===== config.mk =====
export PLATFORM = sky130hd
export DESIGN_NAME = frame_arb
export DESIGN_NICKNAME = d
export VERILOG_FILES = /design/src/rtl/mc_pkg.sv /design/src/rtl/frame_arb_pick.sv /design/src/rtl/frame_arb.sv
export SDC_FILE = /design/constraint.sdc
export NUM_CORES = 1
export LEC_CHECK = 0
export CAP_MARGIN = 25
export CORE_AREA = 5 5 106 108
export DETAILED_ROUTE_END_ITERATION = 10
export DIE_AREA = 0 0 111 113
export SLEW_MARGIN = 10
export SYNTH_ARGS = -nofsm -noshare
export SYNTH_HDL_FRONTEND = slang
export SYNTH_SLANG_ARGS = --single-unit

===== constraint.sdc =====
create_clock -name clk -period 1.3 [get_ports clk]
set_input_delay 0.13 -clock clk [delete_from_list [all_inputs] [get_ports clk]]
set_output_delay 0.13 -clock clk [all_outputs]
set_load 0.02 [all_outputs]

===== src/rtl/mc_pkg.sv =====
// mc_pkg: shared frame field layout, arbiter FSM states and priority policy encodings
package mc_pkg;
    // Flag positions counted down from the frame MSB: flag bit = W - offset
    typedef enum int {
        FLD_RW_OFS  = 1,
        FLD_SOF_OFS = 2,
        FLD_EOF_OFS = 3
    } frame_fld_e;
    // Widths of the fields below the flags: col, row, then data in the low bits
    typedef enum int {
        FLD_COL_W  = 6,
        FLD_ROW_W  = 16,
        FLD_DATA_W = 64
    } frame_wid_e;
    typedef enum logic [1:0] {
        ST_IDLE   = 2'd0,
        ST_GNT_WR = 2'd1,
        ST_GNT_RD = 2'd2
    } arb_state_e;
    typedef enum logic [1:0] {
        PRIO_RR       = 2'd0,
        PRIO_WR_FIRST = 2'd1,
        PRIO_RD_FIRST = 2'd2,
        PRIO_RR_ALT   = 2'd3
    } arb_prio_e;
endpackage


===== src/rtl/frame_arb_pick.sv =====
// frame_arb_pick: combinational winner selection between the write and read requesters
module frame_arb_pick
    import mc_pkg::*;
(
    input  logic       wr_valid_i,
    input  logic       rd_valid_i,
    input  logic [1:0] prio_i,
    input  logic       last_rd_i,
    input  logic       force_i,
    output logic       pick_wr_o
);
    // A lone requester wins; under contention a starvation force beats the policy, and round-robin favours the side not served last
    always_comb begin
        pick_wr_o = !(wr_valid_i && rd_valid_i) ? wr_valid_i :
                    force_i                     ? last_rd_i  :
                    prio_i == PRIO_WR_FIRST     ? 1'b1       :
                    prio_i == PRIO_RD_FIRST     ? 1'b0       : last_rd_i;
    end
endmodule


===== src/rtl/frame_arb.sv =====
// frame_arb: burst-locked write/read frame arbiter; ARB_STARVE_GUARD_EN adds a starvation guard
module frame_arb
    import mc_pkg::*;
#(
    parameter int ARRAY_FRAME_DATA_WIDTH = 89,
    parameter int STARVE_LIMIT           = 4
) (
    input  logic                              clk,
    input  logic                              rst,
    input  logic                              mc_en,
    input  logic [1:0]                        axi_rw_prio,
    input  logic                              wr_frame_valid,
    output logic                              wr_frame_ready,
    input  logic [ARRAY_FRAME_DATA_WIDTH-1:0] wr_frame_data,
    input  logic                              rd_frame_valid,
    output logic                              rd_frame_ready,
    input  logic [ARRAY_FRAME_DATA_WIDTH-1:0] rd_frame_data,
    output logic                              axi2array_frame_valid,
    input  logic                              axi2array_frame_ready,
    output logic [ARRAY_FRAME_DATA_WIDTH-1:0] axi2array_frame_data,
    output logic [1:0]                        arb_grant
);
    localparam int EOF_BIT = ARRAY_FRAME_DATA_WIDTH - int'(FLD_EOF_OFS);
    arb_state_e state_q;
    logic [1:0] grant_q;
    logic       last_rd_q;
    logic       pick_wr, starve_force, decide, wr_sel, rd_sel, wr_last, rd_last;
    if (STARVE_LIMIT < 1 || STARVE_LIMIT > 7) begin : g_bad_limit
        $error("STARVE_LIMIT must fit the 3-bit starvation counter (1..7)");
    end
    assign decide  = state_q == ST_IDLE && mc_en && (wr_frame_valid || rd_frame_valid);
    assign wr_sel  = state_q == ST_GNT_WR;
    assign rd_sel  = state_q == ST_GNT_RD;
    assign wr_last = wr_frame_valid && axi2array_frame_ready && wr_frame_data[EOF_BIT];
    assign rd_last = rd_frame_valid && axi2array_frame_ready && rd_frame_data[EOF_BIT];
    assign arb_grant = grant_q;
    frame_arb_pick u_pick (
        .wr_valid_i (wr_frame_valid),
        .rd_valid_i (rd_frame_valid),
        .prio_i     (axi_rw_prio),
        .last_rd_i  (last_rd_q),
        .force_i    (starve_force),
        .pick_wr_o  (pick_wr)
    );
`ifdef ARB_STARVE_GUARD_EN
    logic [2:0] cnt_q, cnt_d;
    logic       other_valid;
    assign starve_force = cnt_q == 3'(STARVE_LIMIT);
    assign other_valid  = pick_wr ? rd_frame_valid : wr_frame_valid;
    // Count back-to-back bursts to one side that kept the other waiting; an idle rival or a forced switch restarts the count
    always_comb begin
        cnt_d = cnt_q;
        if (decide)
            cnt_d = (!other_valid || starve_force) ? 3'd0 :
                    (pick_wr != last_rd_q)         ? cnt_q + 3'd1 : 3'd1;
    end
    // Starvation counter register
    always_ff @(posedge clk or posedge rst) begin
        if (rst)
            cnt_q <= 3'd0;
        else
            cnt_q <= cnt_d;
    end
`else
    assign starve_force = 1'b0;
`endif
    // Granted requester passes straight through to the array side; idle drives everything low
    always_comb begin
        axi2array_frame_valid = wr_sel ? wr_frame_valid : rd_sel ? rd_frame_valid : 1'b0;
        axi2array_frame_data  = wr_sel ? wr_frame_data  : rd_sel ? rd_frame_data  : '0;
        wr_frame_ready        = wr_sel && axi2array_frame_ready;
        rd_frame_ready        = rd_sel && axi2array_frame_ready;
    end
    // Arbitration FSM: decide in IDLE, hold the grant until an eof frame handshakes, then one idle bubble
    always_ff @(posedge clk or posedge rst) begin
        if (rst) begin
            state_q   <= ST_IDLE;
            grant_q   <= 2'b00;
            last_rd_q <= 1'b1;
        end else begin
            case (state_q)
                ST_IDLE: if (decide) begin
                    state_q   <= pick_wr ? ST_GNT_WR : ST_GNT_RD;
                    grant_q   <= pick_wr ? 2'b01 : 2'b10;
                    last_rd_q <= !pick_wr;
                end
                ST_GNT_WR: if (wr_last) begin
                    state_q <= ST_IDLE;
                    grant_q <= 2'b00;
                end
                ST_GNT_RD: if (rd_last) begin
                    state_q <= ST_IDLE;
                    grant_q <= 2'b00;
                end
                default: begin
                    state_q <= ST_IDLE;
                    grant_q <= 2'b00;
                end
            endcase
        end
    end
endmodule


Word level (Yosys, flattened, before mapping) --
Index checks and enable logic that the tools add are counted.
Storage, ports and cells: register bits after elaboration 3, input bits 186, word-level logic and storage cells 35
Operators by class: equality and inequality tests 7, muxes and demuxes 12, reductions and logical operators 14
Operator list (count):
- two-way mux 89 bit | 2
- logical AND 1 bit | 9
- two-way mux 2 bit | 4
- case mux 2 bit (3 select lines) | 1
- two-way mux 1 bit | 5
- equality test 2 x 1 -> 1 bit (second input constant) | 2
- equality test 2 bit (second input constant) | 2
- inequality test 2 x 1 -> 1 bit (second input constant) | 2
- AND reduction 3 bit | 1
- zero test 2 bit | 1
- inequality test 2 bit (second input constant) | 1
- AND reduction 2 bit | 1
- zero test 1 bit | 1
- logical OR 1 bit | 1

Depth between registers and ports, before layout --
depth after elaboration 7, depth in mapped cells 5, depth with buffers taken out 4

Modules after synthesis --
A second synthesis with hierarchy kept.
Second synthesis, totals: cells, all modules 132, area total of the unflattened synthesis 1204.9 µm²
Modules (own cells, without submodules):
- frame_arb | times used 1, cells each 127, area an instance 1169.9 µm², sequential area each 76.3 µm²
- frame_arb_pick | times used 1, cells each 5, area an instance 35.0 µm², sequential area each 0.0 µm²

Worst setup path before layout --
OpenSTA, ideal clock, no wires.
path kind register to output, start register arb_grant[1] (netlist name), end output axi2array_frame_data[10], arrival 1264 ps, slack -94 ps, cell stages (with the launch flop) 5, buffers on the path 2, cell sequence dfrtp_1 -> nor2b_1 -> buf_2 -> buf_2 -> a22o_1
RTL lines:
- to (decl) | line frame_arb.sv:20 | output logic [ARRAY_FRAME_DATA_WIDTH-1:0] axi2array_frame_data,

==> results_dict.tcl <==
set metrics [dict create \
    ant_nets 0 \
    setup_viol 93 \
    setup_ws_ns -0.285 \
    ys_warn_count 0 \
    root_buffer "clkbuf_8" \
    drv_slew 0 \
    synth-seq-cells 3 \
    post_synth_and_or_nand_nor_area_fraction_pct 6.01 \
    num_antenna_cells 0 \
    hold_violations 0 \
    dpl.hpwl_um 7930 \
    die_y_um 113 \
    status "finished, violations left" \
    numCtsBuffers 3 \
    r2r-end "last_rd_q" \
    hold_class "in -> async" \
    io_pins 280 \
    drt_iter0_drc 83 \
    final_cells 566 \
    grt-ovfl-total 0 \
    cp_data_required_time_ns 1.17 \
    rsz0062_at_grt "yes" \
    synth_async_sr_flop_share_pct 100 \
    first_pass_iters 4 \
    yosysTopAreaCellShare_pct 71.4 \
    worst_setup_path_start_kind "flop" \
    antenna_found_initial 0 \
    synth_common_cells "90 x a22o_1, 20 x buf_2, 4 x inv_1, 4 x nand2_1" \
    yosysSeqAreaShare_pct 6.92 \
    routedWlPerCell_um 18.8 \
    yosysMostFrequentCell "a22o_1" \
    fillers 997 \
    synth.mux.area_fraction_pct 0 \
    skew_ns 0.000862 \
    coreArea_um2 10100 \
    post-route-util_pct 43.5 \
    gp_congestion 0.872 \
    fp.dieW_um 111 \
    fmax_ghz 0.631 \
    postSynthCellCount 137 \
    reg2reg_depth 7 \
    rows 37 \
    synth_fp_nets 323 \
    port_buffers 279 \
    synth_area_um2 1100 \
    cts.sinks 3 \
    dieArea_um2 12500 \
    r2r_slack_ns -0.04 \
    cp_max_fo 13 \
    syn_area_per_cell_um2 8.06 \
    start_util_pct 10.9 \
    globalRouteTotalUtil_pct 15.0 \
    violations "setup timing" \
    fin_crit_sh_pct 122 \
    synth_top_area_cell "a22o_1" \
    nNetsFinal 617 \
    power_density_nw_per_um2 2020 \
    vias 2490 \
    grt_pass1_vias 2660 \
    synth-xor-area-share_pct 0 \
    leakage_nw 1.94 \
    cts_tree "done" \
    dp_cells 547 \
    drive_gt1_share_pct 31.4 \
    crit_type "reg -> out" \
    r2r_start "arb_grant[1]" \
    synthAdderAreaFrac_pct 0.907 \
    slew_headroom_pct 82.9 \
    ys_types 17 \
    period_minus_slack_ns 1.58 \
    via_per_inst 4.40 \
    cts_hold_buf 0 \
    synth_top_family_by_area "compound AO/OA/AOI/OAI gates" \
    synthFlopType "dfrtp_1" \
    cts_buffer_depth 2 \
    cp_data_arrival_time_ns 1.45 \
    synth_edf_count 0 \
    end_kind "output pin" \
    routed_wl_um 10600 \
    drc_errors 0 \
    htree_levels 1 \
    grt_max_degree 37 \
    synth_compound_area_share_pct 75.7 \
    area_growth_pct 300 \
    irDropWorstVdd_uv 806 \
    worst_slew_pin_slew_ns 0.257 \
    max_cap_viol_count 0 \
    grt_pass1_wl_um 15100 \
    synth_area_leaders "a22o_1 71%, buf_2 9.1%, dfrtp_1 4.5%, dfstp_2 2.4%, inv_1 1.4%" \
    insertion_delay_ns 0.21 \
    clk_pin_slew_ns 0.03 \
]
[where the power goes]
| part | leakage (nW) | switching (mW) | internal [mW] |
|---|---|---|---|
| clock | 0.0228 | 0.0606 | 0.209 |
| combinational | 1.89 | 4.02 | 4.39 |
| sequential | 0.0335 | 0.0639 | 0.156 |
| total | 1.94 | 4.14 | 4.75 |
[placed cells by master, fill, tap and decap left out, types with 2 or more instances in the layout]
| cell type | instances |
|---|---|
| dlygate4sd2_1 | 2 |
| a22o_1 | 87 |
| nor2b_4 | 2 |
| buf_4 | 29 |
| clkdlybuf4s50_1 | 185 |
| buf_2 | 23 |
| nand2_1 | 4 |
| nand3_1 | 2 |
| a21oi_1 | 2 |
| clkbuf_16 | 2 |
| buf_12 | 5 |
| dfrtp_2 | 2 |
| buf_16 | 5 |
| inv_1 | 4 |
| o22ai_1 | 2 |
| a22o_4 | 3 |
| buf_6 | 56 |
| clkbuf_8 | 3 |
[what timing repair did]
action / 4_1_cts / 5_1_grt
endpoints found under the setup margin: 94 / 94
endpoints found under the hold margin: 0 / 0
gates resized for setup: 451 / 49
setup buffers: 6 / 2
pin swaps: 3 / 17
cloned: 5 / 4
[through the flow]
stage                     setup WS (ns)  hold WS (ns)  TNS (ns)  total power, mW  area (µm²)
after floorplan                 -0.0312        -0.117     -2.31             4.12        1150
after global placement           -0.503         0.319    -41.52             7.79        4170
after detailed placement         -0.509         0.317    -43.40             7.79        4170
after CTS                        -0.321        0.0881    -24.11             8.36        4200
after global routing             -0.343         0.104    -27.65             9.39        4410
final                            -0.285        0.0870    -22.60             8.89        4410
[cell families after synthesis]
group | Yosys count
flip-flops | 3
AO/OA/AOI/OAI | 97
AND/OR/NAND/NOR | 12
buffers and inverters | 24
adder cells (fa/ha/maj) | 1
[critical path: stages (launching register included)]
cell and delay, ns:
dfrtp_2 0.39, nor2b_4 0.21, buf_4 0.21, a22o_1 0.16, clkdlybuf4s15_2 0.27
[registers in the layout, indices dropped and copies added (netlist names)]
| register | count |
|---|---|
| last_rd_q | 1 |
| arb_grant | 2 |
[final cells by class]
| class | count | area [µm²] | share of cell area, % |
|---|---|---|---|
| flip-flops and latches | 3 | 78.8 | 1.79 |
| well taps | 136 | 170 | 3.86 |
| clock buffers | 4 | 45.0 | 1.02 |
| inverters | 4 | 15.0 | 0.340 |
| multi-input cells | 110 | 956 | 21.7 |
| repair buffers | 309 | 3150 | 71.3 |
[worst max path at each step]
stage | from | to | slack, ns | depth (start not counted)
5_1_grt | arb_grant[0] | axi2array_frame_data[63] | -0.34 | 4
4_1_cts | arb_grant[1] | axi2array_frame_data[63] | -0.32 | 4
3_3_place_gp | arb_grant[1] | axi2array_frame_data[6] | -0.50 | 4
2_1_floorplan | arb_grant[1] | axi2array_frame_data[20] | -0.03 | 4
6_report | arb_grant[0] | axi2array_frame_data[63] | -0.28 | 4
3_5_place_dp | arb_grant[1] | axi2array_frame_data[6] | -0.51 | 4
[per-layer routing]
metal	vias to the layer above	track usage (%)	share of wire, %
met5	-	0	0
met4	0	1.89	1.2
met3	14	5.08	8.1
met2	146	28.5	54
met1	1154	16.5	37
li1	1176	-	-
Note: power is estimated with default switching activity, not from simulation.
